$ cat src/rtl/btn_debounce_if.sv
// rtl/btn_debounce_if.sv - pushbutton pin and debounced event signals
interface btn_debounce_if;
    logic btn_in;
    logic btn_level;
    logic btn_press;
    logic btn_release;
    logic btn_long;

    modport master (
        output btn_in,
        input  btn_level,
        input  btn_press,
        input  btn_release,
        input  btn_long
    );

    modport slave (
        input  btn_in,
        output btn_level,
        output btn_press,
        output btn_release,
        output btn_long
    );
endinterface

$ cat src/rtl/btn_debounce.sv
// rtl/btn_debounce.sv - pushbutton synchronizer, debouncer and edge/long-press pulses
// Optional long-press detector compiled in with BTN_DEBOUNCE_LONGPRESS_EN.
module btn_debounce #(
    parameter int SYNC_STAGES    = 2,
    parameter int DEB_CYCLES     = 1_000_000,
    parameter int LONG_CYCLES    = 100_000_000,
    parameter int BTN_ACTIVE_LOW = 0
) (
    input  logic           clk,
    input  logic           rst_n,
    btn_debounce_if.slave  btn
);

    localparam int              CW       = $clog2(DEB_CYCLES + 1);
    localparam logic [CW-1:0]   CNT_LAST = CW'(DEB_CYCLES - 1);
    localparam logic [CW-1:0]   CNT_SAT  = CW'(DEB_CYCLES);

    typedef enum logic [1:0] {
        IDLE,
        PRESS_WAIT,
        HELD,
        RELEASE_WAIT
    } state_t;

    logic                   btn_pol;
    logic [SYNC_STAGES-1:0] sync_q;
    logic                   sync;

    state_t                 state_q, state_d;
    logic [CW-1:0]          cnt_q, cnt_d;
    logic [CW-1:0]          cnt_inc;
    logic                   press_q, press_d;
    logic                   release_q, release_d;
    logic                   level_q, level_d;

    assign btn_pol = (BTN_ACTIVE_LOW != 0) ? ~btn.btn_in : btn.btn_in;
    assign sync    = sync_q[SYNC_STAGES-1];

    always_ff @(posedge clk or negedge rst_n) begin
        if (!rst_n) begin
            sync_q    <= '0;
            state_q   <= IDLE;
            cnt_q     <= '0;
            press_q   <= 1'b0;
            release_q <= 1'b0;
            level_q   <= 1'b0;
        end else begin
            sync_q    <= {sync_q[SYNC_STAGES-2:0], btn_pol};
            state_q   <= state_d;
            cnt_q     <= cnt_d;
            press_q   <= press_d;
            release_q <= release_d;
            level_q   <= level_d;
        end
    end

    // The sample that enters a WAIT state counts as the first stable one, so
    // an edge is accepted on the clock at which the count reaches DEB_CYCLES-1.
    assign cnt_inc = (cnt_q == CNT_SAT) ? cnt_q : cnt_q + 1'b1;

    always_comb begin
        state_d   = state_q;
        cnt_d     = cnt_q;
        press_d   = 1'b0;
        release_d = 1'b0;
        case (state_q)
            IDLE: begin
                if (sync) state_d = PRESS_WAIT;
            end
            PRESS_WAIT: begin
                if (!sync) begin
                    state_d = IDLE;
                end else if (cnt_inc == CNT_LAST) begin
                    state_d = HELD;
                    press_d = 1'b1;
                end else begin
                    cnt_d = cnt_inc;
                end
            end
            HELD: begin
                if (!sync) state_d = RELEASE_WAIT;
            end
            RELEASE_WAIT: begin
                if (sync) begin
                    state_d = HELD;
                end else if (cnt_inc == CNT_LAST) begin
                    state_d   = IDLE;
                    release_d = 1'b1;
                end else begin
                    cnt_d = cnt_inc;
                end
            end
            default: state_d = IDLE;
        endcase
        if (state_d != state_q) cnt_d = '0;
        level_d = (state_d == HELD) || (state_d == RELEASE_WAIT);
    end

    assign btn.btn_level   = level_q;
    assign btn.btn_press   = press_q;
    assign btn.btn_release = release_q;

`ifdef BTN_DEBOUNCE_LONGPRESS_EN
    localparam int            LW       = $clog2(LONG_CYCLES + 1);
    localparam logic [LW-1:0] HOLD_SAT = LW'(LONG_CYCLES);

    logic [LW-1:0] hold_q, hold_d;
    logic          long_q, long_d;

    // Release bounce keeps btn_level high, so the hold count keeps running through it.
    always_comb begin
        hold_d = hold_q;
        long_d = 1'b0;
        if (press_d) begin
            hold_d = '0;
        end else if (level_q && (hold_q != HOLD_SAT)) begin
            hold_d = hold_q + 1'b1;
            long_d = (hold_d == HOLD_SAT);
        end
    end

    always_ff @(posedge clk or negedge rst_n) begin
        if (!rst_n) begin
            hold_q <= '0;
            long_q <= 1'b0;
        end else begin
            hold_q <= hold_d;
            long_q <= long_d;
        end
    end

    assign btn.btn_long = long_q;
`else
    assign btn.btn_long = 1'b0;
`endif

endmodule

$ cat src/flat_wrapper.sv
// flat-port wrapper written by rule: the top's interface ports become plain ports
module btn_debounce_flat 
#(
    parameter int SYNC_STAGES    = 2,
    parameter int DEB_CYCLES     = 1_000_000,
    parameter int LONG_CYCLES    = 100_000_000,
    parameter int BTN_ACTIVE_LOW = 0
)
  (clk, rst_n, btn_btn_in, btn_btn_level, btn_btn_press, btn_btn_release, btn_btn_long);
  btn_debounce_if btn_i ();
  input  logic clk;
  input  logic rst_n;
  input wire logic [$bits(btn_i.btn_in)-1:0] btn_btn_in;
  output wire logic [$bits(btn_i.btn_level)-1:0] btn_btn_level;
  output wire logic [$bits(btn_i.btn_press)-1:0] btn_btn_press;
  output wire logic [$bits(btn_i.btn_release)-1:0] btn_btn_release;
  output wire logic [$bits(btn_i.btn_long)-1:0] btn_btn_long;
  assign btn_i.btn_in = btn_btn_in;
  assign btn_btn_level = btn_i.btn_level;
  assign btn_btn_press = btn_i.btn_press;
  assign btn_btn_release = btn_i.btn_release;
  assign btn_btn_long = btn_i.btn_long;
  btn_debounce #(.SYNC_STAGES(SYNC_STAGES), .DEB_CYCLES(DEB_CYCLES), .LONG_CYCLES(LONG_CYCLES), .BTN_ACTIVE_LOW(BTN_ACTIVE_LOW)) u_core (.clk(clk), .rst_n(rst_n), .btn(btn_i));
endmodule
$ cat config.mk
export PLATFORM = sky130hd
export DESIGN_NAME = btn_debounce_flat
export DESIGN_NICKNAME = d
export VERILOG_FILES = /design/src/rtl/btn_debounce_if.sv /design/src/rtl/btn_debounce.sv /design/src/flat_wrapper.sv
export SDC_FILE = /design/constraint.sdc
export NUM_CORES = 1
export LEC_CHECK = 0
export CORE_MARGIN = 3
export CORE_UTILIZATION = 54
export DETAILED_ROUTE_END_ITERATION = 10
export PLACE_DENSITY_LB_ADDON = 0.1
export SLEW_MARGIN = 20
export SYNTH_ARGS = -nofsm -noshare
export SYNTH_HDL_FRONTEND = slang
export SYNTH_SLANG_ARGS = --single-unit
$ cat constraint.sdc
create_clock -name clk -period 3 [get_ports clk]
set_clock_uncertainty 0.15 [all_clocks]
set_input_delay 0.45 -clock clk [delete_from_list [all_inputs] [get_ports clk]]
set_output_delay 0.45 -clock clk [all_outputs]
set_load 0.005 [all_outputs]
======== Word level (Yosys, flattened, before mapping) ========
Cells that the tools add are included.
operators by class
  reductions and logical operators ........ 4
  equal/unequal tests ..................... 10
  mux-type cells .......................... 18
  $add $sub $neg .......................... 1
operators with widths
  cell                                           number
  2-to-1 mux 20 bit                              5
  == test 20 bit, second input constant          2
  case mux 20 bit (2 select lines)               1
  adder 20 x 1 -> 20 bit, second input constant  1
  2-to-1 mux 2 bit                               6
  == test 2 bit, second input constant           4
  case mux 2 bit (4 select lines)                1
  2-to-1 mux 1 bit                               5
  != test 3 x 1 -> 1 bit, second input constant  1
  != test 3 bit, second input constant           1
  AND reduction 3 bit                            1
  nonzero test 3 bit                             1
  == test 2 x 1 -> 1 bit, second input constant  1
  zero test 2 bit                                1
  != test 2 bit                                  1
  logical OR 1 bit                               1
storage, ports and cells
  bits in registers ....................... 27

======== Logic depth before layout (Yosys ltp) ========
  depth in word-level cells ............... 9
  depth in mapped cells ................... 10
  gate-level depth less buffers ........... 9

======== Worst setup path before layout ========
OpenSTA, ideal clock, no wires.
  path type ............................... register to register
  from .................................... register u_core.cnt_q[13]
  to ...................................... register u_core.cnt_q[0]
  path slack .............................. 0.012 ns
  stages on the path, launching flop included .. 10
  path buffers ............................ 2
  period minus slack after synthesis ...... 2.988 ns
  arrival ................................. 2.714 ns
  library setup time ...................... 0.124 ns
  cells stage by stage .................... dfrtp_1 buf_6 or2_1 or4_4 or4b_4 a2111o_1 o21ai_2 buf_6 nor3_2 a211o_1
between the ends
  word-level cells in the longest chain between the ends .. 9
  elaborated cells between the ends (all ways) .. 19
ends and longest elaborated chain
  element                                                          line                                    source
  start, declared                                                  btn_debounce.sv:30                      logic [CW-1:0] cnt_q, cnt_d;
  start signal, assigned                                           btn_debounce.sv:50                      cnt_q <= cnt_d;
  adder 20 x 1 -> 20 bit / == test 20 bit (equally long branches)  btn_debounce.sv:59                      assign cnt_inc = (cnt_q == CNT_SAT) ? cnt_q : cnt_q + 1'b1;
  2-to-1 mux 20 bit (*)                                            btn_debounce.sv:59
  == test 20 bit                                                   btn_debounce.sv:73, btn_debounce.sv:86
  2-to-1 mux 2 bit (on tied branches)                              btn_debounce.sv:86, btn_debounce.sv:73
  2-to-1 mux 2 bit (on tied branches)                              btn_debounce.sv:84, btn_debounce.sv:71
  case mux 2 bit (4 select lines)                                  btn_debounce.sv:66                      case (state_q)
  != test 2 bit                                                    btn_debounce.sv:95                      if (state_d != state_q) cnt_d = '0;
  != test 3 bit (no line), or another cell as far along            --
  AND reduction 3 bit (no line)                                    --
Mark *: on every way between the ends. The rest lies on a longest branch, timed or not. The select of a mux whose other input is x is not followed.
A chain may end at the register's enable or synchronous reset.

======== Final worst setup path ========
  from .................................... register u_core.cnt_q[15]
  to ...................................... register u_core.cnt_q[5]
Same word-level chain as after synthesis.

==> impl_metrics.env <==
export IMPL_status="completed"
export IMPL_ant_nets=0
export IMPL_vias=1555
export IMPL_pwr_share_clk_pct=26.9
export IMPL_synth_area_um2=1720
export IMPL_critPathMaxFanout=8
export IMPL_clockBufferDepth=2
export IMPL_p_sw_share_pct=25.0
export IMPL_rsz0062_at_grt="yes"
export IMPL_viasPerCell=6.24
export IMPL_synth_flop_cell="dfrtp_1"
export IMPL_hold_violations=0
export IMPL_critical_path_max_stage_delay_ns=0.53
export IMPL_io_buffer_count=5
export IMPL_p_comb_share_pct=9.2
export IMPL_synth_edf_count=0
export IMPL_drv_cap=0
export IMPL_power_switching_uw=146
export IMPL_slowest_stage="or4b_4"
export IMPL_antenna_found_initial=0
export IMPL_yosys_warnings=0
export IMPL_post_route_min_period_ns=2.91
export IMPL_start_util_pct=59.2
export IMPL_coreArea_um2=2900
export IMPL_path_class="flop to flop"
export IMPL_avgSynthCellArea_um2=8.89
export IMPL_die_area_um2=3890
export IMPL_worstMarginPinSlew_ns=0.648
export IMPL_grt_pass1_wl_um=6780
export IMPL_r2r_end="u_core.cnt_q[5]"
export IMPL_reg2reg_slack_ns=0.09
export IMPL_cp_depth=8
export IMPL_vdd_drop_max_v=0.000271
export IMPL_critPathCaptureType="flop"
export IMPL_synth_top_area_share_pct=39.4
export IMPL_overflow=0
export IMPL_crit_start="u_core.cnt_q[15]"
export IMPL_cts_num_sinks=27
export IMPL_io_pins=7
export IMPL_critical_path_buf_inv_count=1
export IMPL_setup_ws_ns=0.0859
export IMPL_path_clk_slew_ns=0.14
export IMPL_ys_top_cells_by_area="dfrtp_1, nand2_1, nand4_1"
export IMPL_synth_commonest_cells="dfrtp_1, nand2_1, clkbuf_1"
export IMPL_route_detailed_drc=0
export IMPL_maxSlewHeadroom_pct=56.4
export IMPL_pwr_share_seq_pct=63.9
export IMPL_rr_startpoint="u_core.cnt_q[15]"
export IMPL_grt_max_degree=28
export IMPL_synth_seq_area_share_pct=39.4
export IMPL_die_y_um=62.4
export IMPL_cts_tree="built"
export IMPL_path_delay_family="simple AND/OR/NAND/NOR gates"
export IMPL_hold_path_class="flop to flop"
export IMPL_cellPowerDensity_nw_per_um2=301
export IMPL_worstPathArrival_ns=2.99
export IMPL_wl_per_cell_um=16.1
export IMPL_cp_data_required_time_ns=3.08
export IMPL_timing_critical_path_to="u_core.cnt_q[5]"
export IMPL_path_cells="or2_1, or4_4, or4b_4, a2111o_1, o21ai_2, buf_6, nor2_1, a211o_1"
export IMPL_die_w_um=62.4
export IMPL_drt_iter0_markers=121
export IMPL_netlist_instances=193
export IMPL_cp_start_kind="flop"
export IMPL_fin_util_pct=67.0
export IMPL_dp_slack_ns=0.0551
export IMPL_drive_above_1_share_pct=17.9
export IMPL_root_buffer="clkbuf_4"
export IMPL_dp_cells=242
export IMPL_cts_htree_levels=1
export IMPL_intPower_uw=438
export IMPL_diodes=0
export IMPL_slew_viol_final=0
export IMPL_synth_most_common_cell="dfrtp_1"
export IMPL_grt_usage_pct=21.7
export IMPL_syn2layout_area_growth_pct=13.3
export IMPL_async_flop_share_pct=100
export IMPL_reg2regPathDepth=8
export IMPL_yosys_register_bits=27
export IMPL_grt_pass1_vias=1459
export IMPL_numCtsBuffers=3
export IMPL_yosys_cell_types_count=50
export IMPL_rows=19
export IMPL_finalSetupViolations=0
export IMPL_dr_pass1_iters=4
export IMPL_max_freq_ghz=0.343
export IMPL_place_gp_congestion=0.838
export IMPL_final_cells=249
export IMPL_clkLatencyLatePin_ns=0.33
export IMPL_yosysTopAreaCell="dfrtp_1"
export IMPL_synth_nets=198
export IMPL_finalCritPeriodShare_pct=97.1
export IMPL_final_fill_count=246
export IMPL_dp_hpwl_um=2880
export IMPL_final_nets=213
export IMPL_wirelength_um=4000
export IMPL_leakage_nw=0.852
==> registers in the layout, indices dropped and copies added, names as in the netlist <==
name                    count
u_core.cnt_q               20
u_core.sync_q               2
u_core.state_q              2
u_core.btn.btn_level        1
u_core.btn.btn_press        1
u_core.btn.btn_release      1
==> cell usage in the layout (no fill, tap or decap), types with 5 or more instances in the layout <==
cell             count
xor2_1               5
nand3_1              7
dfrtp_1             26
nor3_1               9
buf_4               20
clkdlybuf4s50_1      5
a21o_1               5
nor2_1               8
nand4_1              8
and3_1               7
o31ai_1              5
a21oi_1              5
nand2_1             18
o21ai_0              8
inv_1                5
==> cells by family after synthesis <==
kind of cell,count (synthesis),synth area share [%]
and+or+nand+nor,85,28.5
xor gates and xnor gates,9,4.59
AOI/OAI and AO/OA,44,17.6
muxes,4,2.48
buffers and inverters,21,5.76
DFF,27,39.4
other,1,0.218
adders and majority gates,2,1.46
==> metrics by stage <==
step	setup TNS, ns	hold WS, ns	power (mW)	cell area (um2)
2_1_floorplan	0	0.00441	0.409	1720
3_3_place_gp	0	0.188	0.429	1870
3_5_place_dp	0	0.193	0.432	1870
4_1_cts	0	0.226	0.592	1900
5_1_grt	-0.0637	0.230	0.619	1940
6_report	0	0.222	0.585	1940
==> area by class of cell <==
class                           instances  area, um2  share of cell area [%]
Multi-Input combinational cell        145        957                    49.2
Sequential cell                        27        677                    34.8
Inverter                                5       18.8                   0.965
Tap cell                               42       52.6                    2.70
Clock inverter                          1       5.00                   0.257
Clock buffer                            3       22.5                    1.16
Timing Repair Buffer                   26        211                    10.9
==> timing repair <==
| item | CTS | global route |
|---|---|---|
| hold endpoints to repair | 0 | 0 |
| hold buffers | 0 | 0 |
| setup endpoints to repair | 0 | 7 |
| resized for setup | 0 | 5 |
| buffers inserted | 0 | 3 |
==> worst min-delay path by stage <==
stage | startpoint | endpoint | cells past startpoint
after global routing | u_core.sync_q[0] | u_core.sync_q[1] | 0
after detailed placement | u_core.sync_q[0] | u_core.sync_q[1] | 0
final | u_core.sync_q[0] | u_core.sync_q[1] | 0
after floorplan | rst_n | u_core.btn.btn_level | 0
after CTS | u_core.sync_q[0] | u_core.sync_q[1] | 0
after global placement | u_core.sync_q[0] | u_core.sync_q[1] | 0
==> layer usage <==
metal | vias up | GRT usage (%) | share of wire [%]
met5 | - | 0 | 0
met4 | 0 | 6.61 | 1.6
met3 | 9 | 4.32 | 6.6
met2 | 57 | 36.8 | 49
met1 | 755 | 27.8 | 43
li1 | 734 | - | -
==> power groups by stage <==
| stage | Combinational, mW | Clock (mW) | Sequential [mW] |
|---|---|---|---|
| 2_1_floorplan | 0.0294 | 0 | 0.380 |
| 3_3_place_gp | 0.0499 | 0 | 0.379 |
| 3_5_place_dp | 0.0523 | 0 | 0.380 |
| 4_1_cts | 0.0525 | 0.166 | 0.373 |
| 5_1_grt | 0.0601 | 0.185 | 0.375 |
| 6_report | 0.0536 | 0.157 | 0.374 |
No activity file was read; power rests on OpenSTA's default activity.
